==> src/rtl/arg_feeder_if.sv <==
// Handshake bundle between a producer, the argument feeder and the downstream accumulator.
// The producer/bench drives through the master modport and the feeder uses the slave modport.
interface arg_feeder_if #(
  parameter int WIDTH = 8,
  parameter int DEPTH = 4
);
  localparam int CW = $clog2(DEPTH) + 1;

  logic [WIDTH-1:0] in_arg;
  logic             in_valid;
  logic             in_ready;
  logic             hold;
  logic [WIDTH-1:0] out_arg;
  logic             out_valid;
  logic [CW-1:0]    count;
  logic [WIDTH-1:0] sum_out;

  modport master (
    output in_arg, in_valid, hold,
    input  in_ready, out_arg, out_valid, count, sum_out
  );

  modport slave (
    input  in_arg, in_valid, hold,
    output in_ready, out_arg, out_valid, count, sum_out
  );
endinterface

==> src/rtl/arg_feeder.sv <==
// DEPTH-entry FIFO issuing one argument per cycle (zero when idle) to an accumulator.
// Optional shadow running sum of issued arguments: define ARG_FEEDER_SHADOW_SUM_EN.
module arg_feeder #(
  parameter int WIDTH = 8,
  parameter int DEPTH = 4
) (
  input  logic        clock,
  input  logic        rst_n,
  arg_feeder_if.slave bus
);
  localparam int AW = $clog2(DEPTH);
  localparam int CW = AW + 1;

  logic [WIDTH-1:0] mem_q [DEPTH];
  logic [AW-1:0]    wr_ptr_q, wr_ptr_d;
  logic [AW-1:0]    rd_ptr_q, rd_ptr_d;
  logic [CW-1:0]    count_q, count_d;
  logic [WIDTH-1:0] out_arg_q, out_arg_d;
  logic             out_valid_q, out_valid_d;
  logic             push, pop;
  logic [WIDTH-1:0] head;

  // Ready depends only on registered occupancy, so a pop never frees a slot the same edge.
  assign bus.in_ready = (count_q != CW'(DEPTH));

  always_comb begin
    push        = bus.in_valid && (count_q != CW'(DEPTH));
    pop         = (count_q != '0) && !bus.hold;
    head        = mem_q[rd_ptr_q];
    wr_ptr_d    = push ? wr_ptr_q + AW'(1) : wr_ptr_q;
    rd_ptr_d    = pop  ? rd_ptr_q + AW'(1) : rd_ptr_q;
    count_d     = count_q + CW'(push) - CW'(pop);
    out_arg_d   = pop ? head : '0;
    out_valid_d = pop;
  end

  always_ff @(posedge clock) begin
    if (!rst_n) begin
      wr_ptr_q    <= '0;
      rd_ptr_q    <= '0;
      count_q     <= '0;
      out_arg_q   <= '0;
      out_valid_q <= 1'b0;
    end else begin
      wr_ptr_q    <= wr_ptr_d;
      rd_ptr_q    <= rd_ptr_d;
      count_q     <= count_d;
      out_arg_q   <= out_arg_d;
      out_valid_q <= out_valid_d;
    end
  end

  // Storage carries no reset; stale entries are unreachable once the pointers clear.
  always_ff @(posedge clock) begin
    if (rst_n && push) begin
      mem_q[wr_ptr_q] <= bus.in_arg;
    end
  end

  assign bus.out_arg   = out_arg_q;
  assign bus.out_valid = out_valid_q;
  assign bus.count     = count_q;

`ifdef ARG_FEEDER_SHADOW_SUM_EN
  logic [WIDTH-1:0] sum_q, sum_d;

  always_comb begin
    sum_d = sum_q + out_arg_d;
  end

  always_ff @(posedge clock) begin
    if (!rst_n) begin
      sum_q <= '0;
    end else begin
      sum_q <= sum_d;
    end
  end

  assign bus.sum_out = sum_q;
`else
  assign bus.sum_out = '0;
`endif
endmodule

==> src/flat_wrapper.sv <==
// flat-port wrapper written by rule: the top's interface ports become plain ports
module arg_feeder_flat 
#(
  parameter int WIDTH = 8,
  parameter int DEPTH = 4
)
  (clock, rst_n, bus_in_arg, bus_in_valid, bus_hold, bus_in_ready, bus_out_arg, bus_out_valid, bus_count, bus_sum_out);
  arg_feeder_if #(.WIDTH(WIDTH), .DEPTH(DEPTH)) bus_i ();
  input  logic clock;
  input  logic rst_n;
  input wire logic [$bits(bus_i.in_arg)-1:0] bus_in_arg;
  input wire logic [$bits(bus_i.in_valid)-1:0] bus_in_valid;
  input wire logic [$bits(bus_i.hold)-1:0] bus_hold;
  output wire logic [$bits(bus_i.in_ready)-1:0] bus_in_ready;
  output wire logic [$bits(bus_i.out_arg)-1:0] bus_out_arg;
  output wire logic [$bits(bus_i.out_valid)-1:0] bus_out_valid;
  output wire logic [$bits(bus_i.count)-1:0] bus_count;
  output wire logic [$bits(bus_i.sum_out)-1:0] bus_sum_out;
  assign bus_i.in_arg = bus_in_arg;
  assign bus_i.in_valid = bus_in_valid;
  assign bus_i.hold = bus_hold;
  assign bus_in_ready = bus_i.in_ready;
  assign bus_out_arg = bus_i.out_arg;
  assign bus_out_valid = bus_i.out_valid;
  assign bus_count = bus_i.count;
  assign bus_sum_out = bus_i.sum_out;
  arg_feeder #(.WIDTH(WIDTH), .DEPTH(DEPTH)) u_core (.clock(clock), .rst_n(rst_n), .bus(bus_i));
endmodule
==> config.mk <==
export PLATFORM = sky130hd
export DESIGN_NAME = arg_feeder_flat
export DESIGN_NICKNAME = d
export VERILOG_FILES = /design/src/rtl/arg_feeder_if.sv /design/src/rtl/arg_feeder.sv /design/src/flat_wrapper.sv
export SDC_FILE = /design/constraint.sdc
export NUM_CORES = 1
export LEC_CHECK = 0
export BUFFER_PORTS_ARGS = -buffer_cell sky130_fd_sc_hd__buf_4
export CAP_MARGIN = 20
export CORE_MARGIN = 2
export CORE_UTILIZATION = 40
export DETAILED_ROUTE_END_ITERATION = 10
export HOLD_SLACK_MARGIN = 0.08
export PLACE_DENSITY_LB_ADDON = 0.25
export SETUP_SLACK_MARGIN = 0.5
export SYNTH_ARGS = -nofsm -noshare
export SYNTH_HDL_FRONTEND = slang
export SYNTH_SLANG_ARGS = --single-unit
==> constraint.sdc <==
create_clock -name clock -period 2.65 [get_ports clock]
set_clock_uncertainty 0.2 [all_clocks]
set_input_delay 0.53 -clock clock [delete_from_list [all_inputs] [get_ports clock]]
set_output_delay 0.53 -clock clock [all_outputs]
set_load 0.05 [all_outputs]
# Yosys cells after proc, flatten, opt, wreduce, memory -nomap -nowiden
# Memories as Yosys holds them, arrays and structs flattened. A register that Yosys moved wholly into a read port is not among the register bits.
# Index checks and enable logic that the tools add are counted.
# word_totals
latch_bits,0
mem_bits_ro,0
input_bits,12
ramBits,32
out_inout_bits,21
mem_count,1
register_bits,8
wordCells,19
# op_classes
reduce_logical,7
n_mux,2
bitwise,0
addsub,4
eq_ne,1
n_mul,0
div,0
order_cmp,0
shift,0
# mem_list
name,depth,width,rd,rd_ports_with_merged_regs,wr,line,source
u_core.mem_q,4,8,1,1,1,arg_feeder.sv:14,logic [WIDTH-1:0] mem_q [DEPTH];
# op_table
op,count
$add 2x1->2 const B,2
$add 3x1->3,1
$logic_and 1x1->1,3
$ne 3x3->1 const B,1
$reduce_bool 3->1,1
$sub 3x1->3,1
$logic_not 1->1,2
$mux 1,2
$reduce_and 2->1,1

# Longest topological paths before layout
# logic_depth
depth_word,5
mapped_depth,10
mapped_depth_nobuf,10

# Worst setup path after synthesis
# Ideal clock, no wire load.
# synth_timing
path_type,flip-flop to flip-flop
from,"reg u_core.count_q[1], in the netlist u_core.bus.count[1]"
to,"reg u_core.count_q[2], in the netlist u_core.bus.count[2]"
stages_incl_launch_ff,11
arrival_ns,2.462
path_buffers,0
synth_period_minus_slack_ns,2.777
required_ns,2.335
setup_ns,0.115
slack_ns,-0.127
cell_sequence,dfxtp_1 or3_4 and2_2 ha_1 inv_1 ha_1 inv_1 fa_1 xnor2_1 xnor2_1 and2_1
# synth_between
elab_cells_between_ends,6
classes_between,add/sub (2); eq/ne (1); reduce/logical (3)
# synth_rtl
element,line,source
from (decl),arg_feeder.sv:17,"logic [CW-1:0] count_q, count_d;"
from (signal assigned),arg_feeder.sv:47,count_q <= count_d;
$reduce_bool 3->1,arg_feeder.sv:28,pop = (count_q != '0) && !bus.hold;
$logic_and 1x1->1,arg_feeder.sv:28,
named net u_core.out_valid_d,arg_feeder.sv:19,"logic out_valid_q, out_valid_d;"
$sub 3x1->3,arg_feeder.sv:32,count_d = count_q + CW'(push) - CW'(pop);
# The timed path passes the listed nets, and every way through them passes these cells.
# A chain may end at the register's enable or synchronous reset.

# Worst setup path after layout
# Same ends and word-level chain as after synthesis.

==> metrics.txt <==
min-delay worst type=in -> reg; final hold vios=0; Synth area leader=edfxtp_1; first-pass GRT wire length=4650 um; hpwl dp=1990 um; Finish-stage setup viols=0; Most used DFF post-synth=edfxtp_1; CP Launch Type=flop; die outline width=73.7 um; Async S/R FF share, synth=0; final-report max-slew violation count=0; Ant. Diodes=0; CP endpoint kind=flop; die height=73.7 um; final core occ=0.495; fmax=427 MHz; Clock transition at path regs=0.09 ns; GRT overflow=0; total core area=4690 um2; outcome=complete, no violations; # H-tree levels=2; share of the synthesized area in the top cell type=0.495; RR Startpoint=u_core.bus.count[1]; synth warn=0; drt total wl=2910 um; Seq/Total Area, Yosys=0.660; DRC=0; Tmin final=2.34 ns; CP Cell Sequence=or3_4 > and2_4 > ha_4 > inv_2 > ha_4 > inv_2 > fa_2 > xnor2_2 > xnor2_1 > and2_1; via count=948; Post-CTS Hold Fix Bufs=0; total track usage=0.123; initial antenna violation count=0; proportion of layout cells with a drive suffix above 1=0.419; DR WL/cell=14.4 um; worst-margin pin slew=0.610 ns; Leak=0.897 nW; area grow syn2layout=19.8%; CTS root buf=clkbuf_8; largest net degree at the start of global routing=17; worst-path fanout max=2; post-CTS resize count=0; worst vdd rail ir drop=0.388 mV; CP peak stage delay=0.38 ns; RD Place Congestion=0.646; EDFF count, synth=32; PwrDens=959 nW/um2; vias in the first global route=951; Commonest cells post-synth=edfxtp_1, dfxtp_1, and2_4, buf_4, nand2_1; placed cell areas=2170 um2; worst hold margin=0.227 ns; Routed Antenna Nets=0; Worst EP arrival=2.33 ns; most common cell in the netlist=edfxtp_1; top cells by area, synth=edfxtp_1, dfxtp_1, mux4_2; synthesized area=1940 um2; 1st-iter DRT viols=58; Die ar.=5420 um2; TritonCTS clock tree=built; worst setup path category=reg -> reg; drt pass-1 iters=4; #FFs+latches synth=48; Critical-path top delay cell=or3_4; Worst-Skew Late Latency=0.29 ns; Clock Path Buffers=2; IO Count=33; RSZ-0062 raised after global routing=true; CP Data Required Time=2.64 ns; relative slew slack=0.593; row cnt=25; Crit. Startpoint=u_core.bus.count[1]; CTS sink count=48; hold wc startpoint=bus_in_arg[5]; final setup TNS=0 ns; fin worst setup slack=0.306 ns; Final Net Count=166; Initial Util=0.414; IO buf count=24; average cell area after synthesis=16.4 um2; final worst-path cycle share=0.885; Max Cap Viol=0; post-synth cell types=27; CTS Buf Count=5; Post-Syn Instances=118; fin area=2320 um2; Vias/cell=4.69; DP Worst Slack=0.210 ns
placed cells by master, fill, tap and decap left out, types with 3 or more instances in the layout:
cell type / instances
clkbuf_8: 5
and3_1: 4
buf_4: 27
mux4_2: 6
ha_1: 4
nand2_1: 7
and2_4: 9
mux2i_1: 3
dfxtp_1: 13
edfxtp_1: 32
inv_1: 4
conb_1: 8
registers in the layout, indices dropped and copies added, names as in the netlist:
signal and flops:
u_core.bus.count 3, u_core.bus.out_arg 8, u_core.bus.out_valid 1, u_core.mem_q 32, u_core.rd_ptr_q 2, u_core.wr_ptr_q 2
final timing paths:
| path | to | slack, ns | depth (start not counted) |
|---|---|---|---|
| max | u_core.bus.count[2] | 0.31 | 10 |
| min | u_core.mem_q[2][5] | 0.23 | 1 |
| max reg2reg | u_core.bus.count[2] | 0.31 | 10 |
| min reg2reg | u_core.wr_ptr_q[1] | 0.30 | 2 |
power breakdown:
part / switching (mW) / total [mW] / internal [mW]
clock network: 0.233 / 0.610 / 0.377
registers: 0.0630 / 0.949 / 0.886
logic: 0.363 / 0.671 / 0.308
total: 0.659 / 2.23 / 1.57
critical path, delay by kind of cell (launching register included):
kind	cells	cell delay [ns]
simple gates	3	0.67
xor+xnor	2	0.26
buf+inv	2	0.09
fa+ha+maj	3	0.67
flops	1	0.35
cell type report:
cell class | count | area (um2)
Fill cell | 412 | 2370
Clock inverter | 2 | 60.1
Clock buffer | 6 | 72.6
Tap cell | 54 | 67.6
Inverter | 6 | 22.5
Sequential cell | 48 | 1290
Timing Repair Buffer | 27 | 203
Multi-Input combinational cell | 59 | 609
stage by stage:
| stage | instances | total power [mW] |
|---|---|---|
| after detailed placement | 191 | 1.62 |
| after global placement | 191 | 1.59 |
| after floorplan | 125 | 1.48 |
| final | 202 | 2.23 |
| after CTS | 202 | 2.26 |
| after global routing | 202 | 2.34 |
repair_timing:
item / CTS / global route
setup endpoints to repair: 2 / 2
pin swaps: 5 / 0
gates cloned: 0 / 0
hold endpoints to repair: 0 / 0
buffers inserted: 3 / 0
per-layer routing:
layer,routed length [um],up-vias,global-route usage,part of all wire
li1,-,460,-,-
met1,1220,455,0.135,0.42
met2,1490,27,0.213,0.51
met3,145,6,0.0466,0.050
met4,57,0,0.0485,0.020
met5,0,-,0,0
logic make-up (layout without fill, tap and decap cells):
logic type      Yosys count  after routing  share of synthesized area
flops                    48             48                      0.660
simple gates             29             29                      0.101
buf+inv                  18             41                     0.0580
mux                      11             11                      0.112
fa+ha+maj                 7              7                     0.0490
compound gates            2              2                    0.00838
xor+xnor                  2              2                    0.00903
other cells               1              8                    0.00193
Power figures use the tool's default switching activity.
